### src/rtl/diag_pkg.sv
// Shared definitions for the diagnostic sequencer: code space and FSM state encoding.
package diag_pkg;

  localparam int unsigned DIAG_CODES = 8;
  localparam int unsigned CODE_W     = 3;

  typedef enum logic [2:0] {
    StIdle,
    StScan,
    StDrive,
    StSample,
    StEmit,
    StDone
  } state_e;

endpackage

### src/rtl/diag_bit_shifter.sv
// Operand/result datapath for diag_sequencer: latched operand words, bit index and
// result accumulator, stepped by the controlling FSM.
module diag_bit_shifter
  import diag_pkg::*;
#(
  parameter int unsigned WIDTH = 8
) (
  input  logic             clk_i,
  input  logic             rst_i,
  input  logic             load_i,
  input  logic             clr_i,
  input  logic             inc_i,
  input  logic             sample_i,
  input  logic [WIDTH-1:0] op_a_i,
  input  logic [WIDTH-1:0] op_b_i,
  input  logic             e_i,
  output logic             a_nxt_o,
  output logic             b_nxt_o,
  output logic             last_o,
  output logic [WIDTH-1:0] acc_o
);

  localparam int unsigned BitW = $clog2(WIDTH);
  localparam logic [BitW-1:0] BitLast = BitW'(WIDTH - 1);

  logic [WIDTH-1:0] op_a_q, op_a_d;
  logic [WIDTH-1:0] op_b_q, op_b_d;
  logic [WIDTH-1:0] acc_q, acc_d;
  logic [BitW-1:0]  bit_q, bit_d;

  always_comb begin
    op_a_d = op_a_q;
    op_b_d = op_b_q;
    acc_d  = acc_q;
    bit_d  = bit_q;
    if (load_i) begin
      op_a_d = op_a_i;
      op_b_d = op_b_i;
    end
    if (clr_i) begin
      bit_d = '0;
      acc_d = '0;
    end
    if (sample_i) begin
      acc_d[bit_q] = e_i;
    end
    if (inc_i) begin
      bit_d = bit_q + 1'b1;
    end
  end

  always_ff @(posedge clk_i) begin
    if (rst_i) begin
      op_a_q <= '0;
      op_b_q <= '0;
      acc_q  <= '0;
      bit_q  <= '0;
    end else begin
      op_a_q <= op_a_d;
      op_b_q <= op_b_d;
      acc_q  <= acc_d;
      bit_q  <= bit_d;
    end
  end

  // Look-ahead operand bits so the FSM can register A/B for the bit about to be driven.
  assign a_nxt_o = op_a_q[bit_d];
  assign b_nxt_o = op_b_q[bit_d];
  assign last_o  = (bit_q == BitLast);
  assign acc_o   = acc_q;

endmodule

### src/rtl/diag_sequencer.sv
// Walks enabled select codes, serially drives operand bits, collects E into result words.
// Optional DIAG_SEQ_PARITY_EN adds res_parity (XOR of res_data).
module diag_sequencer
  import diag_pkg::*;
#(
  parameter int unsigned WIDTH  = 8,
  parameter int unsigned SETTLE = 1
) (
  input  logic             clk,
  input  logic             rst,
  input  logic             start,
  input  logic [WIDTH-1:0] op_a,
  input  logic [WIDTH-1:0] op_b,
  input  logic [7:0]       code_mask,
  output logic             s0,
  output logic             s1,
  output logic             s2,
  output logic             A,
  output logic             B,
  input  logic             E,
  output logic             busy,
  output logic             done,
  output logic             res_valid,
  input  logic             res_ready,
  output logic [2:0]       res_code,
  output logic [WIDTH-1:0] res_data
`ifdef DIAG_SEQ_PARITY_EN
  ,
  output logic             res_parity
`endif
);

  localparam int unsigned CntW = (SETTLE > 1) ? $clog2(SETTLE) : 1;
  localparam logic [CntW-1:0]   SettleLast = CntW'(SETTLE - 1);
  localparam logic [CODE_W-1:0] CodeLast   = CODE_W'(DIAG_CODES - 1);

  state_e            state_q, state_d;
  logic [CODE_W-1:0] ptr_q, ptr_d;
  logic [CntW-1:0]   cnt_q, cnt_d;
  logic [7:0]        mask_q, mask_d;

  logic [CODE_W-1:0] sel_q, sel_d;
  logic              a_q, a_d, b_q, b_d;
  logic              busy_q, busy_d, done_q, done_d;
  logic              valid_q, valid_d;
  logic [CODE_W-1:0] code_q, code_d;

  logic             sh_load, sh_clr, sh_inc, sh_sample;
  logic             a_nxt, b_nxt, bit_last, drv;
  logic [WIDTH-1:0] acc;

  diag_bit_shifter #(
    .WIDTH (WIDTH)
  ) u_shifter (
    .clk_i    (clk),
    .rst_i    (rst),
    .load_i   (sh_load),
    .clr_i    (sh_clr),
    .inc_i    (sh_inc),
    .sample_i (sh_sample),
    .op_a_i   (op_a),
    .op_b_i   (op_b),
    .e_i      (E),
    .a_nxt_o  (a_nxt),
    .b_nxt_o  (b_nxt),
    .last_o   (bit_last),
    .acc_o    (acc)
  );

  always_comb begin
    state_d   = state_q;
    ptr_d     = ptr_q;
    cnt_d     = cnt_q;
    mask_d    = mask_q;
    sh_load   = 1'b0;
    sh_clr    = 1'b0;
    sh_inc    = 1'b0;
    sh_sample = 1'b0;
    unique case (state_q)
      StIdle: begin
        if (start) begin
          sh_load = 1'b1;
          mask_d  = code_mask;
          ptr_d   = '0;
          state_d = StScan;
        end
      end
      StScan: begin
        if (mask_q[ptr_q]) begin
          sh_clr  = 1'b1;
          cnt_d   = '0;
          state_d = StDrive;
        end else if (ptr_q == CodeLast) begin
          state_d = StDone;
        end else begin
          ptr_d = ptr_q + 1'b1;
        end
      end
      StDrive: begin
        if (cnt_q == SettleLast) begin
          state_d = StSample;
        end else begin
          cnt_d = cnt_q + 1'b1;
        end
      end
      StSample: begin
        sh_sample = 1'b1;
        if (bit_last) begin
          state_d = StEmit;
        end else begin
          sh_inc  = 1'b1;
          cnt_d   = '0;
          state_d = StDrive;
        end
      end
      StEmit: begin
        if (res_ready) begin
          if (ptr_q == CodeLast) begin
            state_d = StDone;
          end else begin
            ptr_d   = ptr_q + 1'b1;
            state_d = StScan;
          end
        end
      end
      StDone:  state_d = StIdle;
      default: state_d = StIdle;
    endcase

    // Outputs are registered, so they are derived from the next state.
    drv     = (state_d == StDrive) || (state_d == StSample);
    sel_d   = drv ? ptr_d : '0;
    a_d     = drv & a_nxt;
    b_d     = drv & b_nxt;
    valid_d = (state_d == StEmit);
    code_d  = valid_d ? ptr_d : '0;
    busy_d  = (state_d != StIdle) && (state_d != StDone);
    done_d  = (state_d == StDone);
  end

  always_ff @(posedge clk) begin
    if (rst) begin
      state_q <= StIdle;
      ptr_q   <= '0;
      cnt_q   <= '0;
      mask_q  <= '0;
      sel_q   <= '0;
      a_q     <= 1'b0;
      b_q     <= 1'b0;
      busy_q  <= 1'b0;
      done_q  <= 1'b0;
      valid_q <= 1'b0;
      code_q  <= '0;
    end else begin
      state_q <= state_d;
      ptr_q   <= ptr_d;
      cnt_q   <= cnt_d;
      mask_q  <= mask_d;
      sel_q   <= sel_d;
      a_q     <= a_d;
      b_q     <= b_d;
      busy_q  <= busy_d;
      done_q  <= done_d;
      valid_q <= valid_d;
      code_q  <= code_d;
    end
  end

  assign s0        = sel_q[0];
  assign s1        = sel_q[1];
  assign s2        = sel_q[2];
  assign A         = a_q;
  assign B         = b_q;
  assign busy      = busy_q;
  assign done      = done_q;
  assign res_valid = valid_q;
  assign res_code  = code_q;
  // Accumulator is frozen during EMIT; gating keeps res_data 0 outside it.
  assign res_data  = valid_q ? acc : '0;

`ifdef DIAG_SEQ_PARITY_EN
  assign res_parity = valid_q & (^acc);
`endif

endmodule

### config.mk
export PLATFORM = sky130hd
export DESIGN_NAME = diag_sequencer
export DESIGN_NICKNAME = d
export VERILOG_FILES = /design/src/rtl/diag_pkg.sv /design/src/rtl/diag_bit_shifter.sv /design/src/rtl/diag_sequencer.sv
export SDC_FILE = /design/constraint.sdc
export NUM_CORES = 1
export LEC_CHECK = 0
export ABC_AREA = 1
export ABC_CLOCK_PERIOD_IN_PS = 3100
export BUFFER_PORTS_ARGS = -buffer_cell sky130_fd_sc_hd__buf_2
export CAP_MARGIN = 5
export CELL_PAD_IN_SITES_DETAIL_PLACEMENT = 1
export CELL_PAD_IN_SITES_GLOBAL_PLACEMENT = 1
export CORE_MARGIN = 2
export CORE_UTILIZATION = 42
export CTS_CLUSTER_SIZE = 30
export DETAILED_ROUTE_END_ITERATION = 16
export PLACE_DENSITY = 0.81
export REMOVE_ABC_BUFFERS = 1
export SETUP_SLACK_MARGIN = 0.1
export SYNTH_ARGS = -nofsm -noshare
export SYNTH_HDL_FRONTEND = slang
export SYNTH_HIERARCHICAL = 1
export SYNTH_SLANG_ARGS = --single-unit
### constraint.sdc
create_clock -name clk -period 3.1 [get_ports clk]
set_input_delay 0.62 -clock clk [delete_from_list [all_inputs] [get_ports clk]]
set_output_delay 0.62 -clock clk [all_outputs]
set_load 0.02 [all_outputs]
==> results.toml <==
[sta]
finalSetupViolCount = 0
skew_ns = 0.00651
setup_tns_ns = 0
max_slew.worst_pin.slew_ns = 0.421
fmax_ghz = 0.471
finalHoldViolCount = 0
drv_slew = 0
slew_headroom = 0.719
period_minus_slack_ns = 2.12
finalCritPeriodShare = 0.684
grt_setup_unrepaired = "no"

[clocking]
cts_sinks = 52
h-tree-depth = 2
post_cts_buffers = 0
cts_tree = "built"
clk_pin_slew_ns = 0.09
cts_buffers = 5
post_cts_resized = 0
cts_buffer_depth = 2
worstSkewPairLatency_ns = 0.30
cts_root_buf = "clkbuf_8"
hold_buffers = 0

[detailed_routing]
drt_pre_antenna_iters = 4
drc_errors = 0
drt_wl_total_um = 6010
viasPerCell = 5.00
drtAntennaViolNets = 0
via_count = 2297
drt_iter0_markers = 55
wl_per_cell_um = 13.1

[min_path]
hold-path-endpoint = "mask_q[5]"
hold_depth = 2
worstHoldStart = "mask_q[5]"
hold_class = "reg -> reg"

[floorplanning]
start_util = 0.440
die_h_um = 80.4
ios = 48
die_w_um = 80.4
die-area_sq_um = 6460
core-area_sq_um = 5570
rows = 27

[final_layout]
diodes = 0
final_area_sq_um = 2840
fillCellCount = 767
final_nets = 418
drive_gt1_frac = 0.209
layout_commonest_cell = "nand2_1"
mostFrequentLayoutCells = "nand2_1, dfxtp_1, inv_1"
area_delta_synth_final_pct = 15.8

[global_routing]
grt_pass1_wl_um = 10200
track_usage = 0.204
antenna_found_initial = 0
overflow = 0
grt_pass1_vias = 2292
grt_max_degree = 32

[logic_synthesis]
synth_edf_count = 0
yosysSeqAreaShare = 0.425
ys.flop_type = "dfxtp_1"
ys_ff_latch = 52
syn_area_sq_um = 2450
synthArstFlopShare = 0
synth_warnings = 6
synth.distinct_cells = 31
synthCells = 341
post_synth.cell_area_avg_sq_um = 7.19

[critical_path]
ff2ff_path_depth = 18
r2r_setup_slack_ns = 0.98
cp_max_fo = 11
worstSetupPathType = "reg -> reg"
start_kind = "flop"
cp_data_arrival_time_ns = 2.36
r2r-end = "B"
critical_path_required_ns = 3.34
crit_start = "ptr_q[0]"
reg2reg_from = "ptr_q[0]"
endpoint_kind = "flop"

[placement]
hpwl_um = 4570
port_buffers = 47
placed_area_sq_um = 2730
gp_congestion = 0.840

[pwr]
vdd_drop_max_mv = 0.323
powerDensity_nw_per_um2 = 544
p_leak_uw = 0.00139

[job]
max-cap-violations = 0

[status]
status = "finished, final reports clean"
-- synth_stat cells, types with 2 or more instances --
cell type / instances / area (sq um)
nand2_1: 63 / 236
dfxtp_1: 52 / 1040
inv_1: 49 / 184
nor2_1: 34 / 128
nand3_1: 29 / 145
a21oi_1: 21 / 105
nor3_1: 16 / 80.1
a211oi_1: 10 / 75.1
o21ai_0: 10 / 50.1
nand2_2: 9 / 56.3
inv_2: 8 / 30.0
a22oi_1: 6 / 45.0
nand3b_1: 6 / 45.0
clkbuf_1: 3 / 11.3
ha_1: 3 / 37.5
nor2_2: 3 / 18.8
buf_1: 2 / 7.51
buf_2: 2 / 10.0
nor4_1: 2 / 12.5
o21ai_1: 2 / 10.0
-- flip-flops by register name, summed over array words and instances (netlist names), 3 cells and up --
name	cells
mask_q	8
ptr_q	3
res_code	3
sel_q	3
state_q	3
u_shifter/acc_o	8
u_shifter/bit_q	3
u_shifter/op_a_q	8
u_shifter/op_b_q	8
-- cell type report --
class | instances | area [sq um] | area share
clock buffers | 6 | 72.6 | 0.0256
clock inverters | 2 | 35.0 | 0.0123
inverters | 57 | 214 | 0.0754
multi-input cells | 222 | 1140 | 0.403
flip-flops and latches | 52 | 1040 | 0.367
well taps | 72 | 90.1 | 0.0317
repair buffers | 48 | 243 | 0.0855
-- layer usage --
| metal | wire (um) | GRT usage |
|---|---|---|
| met1 | 2680 | 0.228 |
| met2 | 3040 | 0.380 |
| met3 | 182 | 0.0382 |
| met4 | 101 | 0.0729 |
| met5 | 0 | 0 |
-- how the worst max path moves through the flow --
stage,end
after detailed placement,B
after CTS,B
after global routing,B
after floorplan,A
after global placement,B
final,B
-- report_power, final --
part,switching (uW),internal (uW)
combinational,221,112
clock,218,240
sequential,30.4,724
total,470,1080
-- cell families after synthesis --
kind of cell	share of synthesized area
simple gates	0.319
fa+ha+maj	0.0153
flops	0.425
compound gates	0.133
buf+inv	0.109
-- critical path: stages (launching register included) --
cell	delay, ns
dfxtp_1	0.47
inv_2	0.10
nand2_1	0.09
nand3_1	0.08
nand2_1	0.10
nand2_2	0.09
nand2_1	0.08
nand2_2	0.07
inv_1	0.11
inv_2	0.12
nand2_1	0.09
nand2_2	0.12
nand3_1	0.10
nand3_1	0.09
nand2_1	0.09
nand2_1	0.05
nand2_1	0.07
inv_1	0.04
nor2_1	0.08
-- stage by stage --
stage / setup slack (ns) / cells / util / power, uW / hold slack (ns)
5_1_grt: 0.690 / 459 / 0.509 / 1640 / 0.494
2_1_floorplan: 1.41 / 331 / - / 1000 / 0.429
3_5_place_dp: 0.996 / 451 / 0.490 / 1110 / 0.450
6_report: 0.979 / 459 / 0.509 / 1550 / 0.460
3_3_place_gp: 1.08 / 451 / 0.490 / 1090 / 0.443
4_1_cts: 0.935 / 459 / 0.509 / 1570 / 0.464
Note: power is estimated with default switching activity, not from simulation.
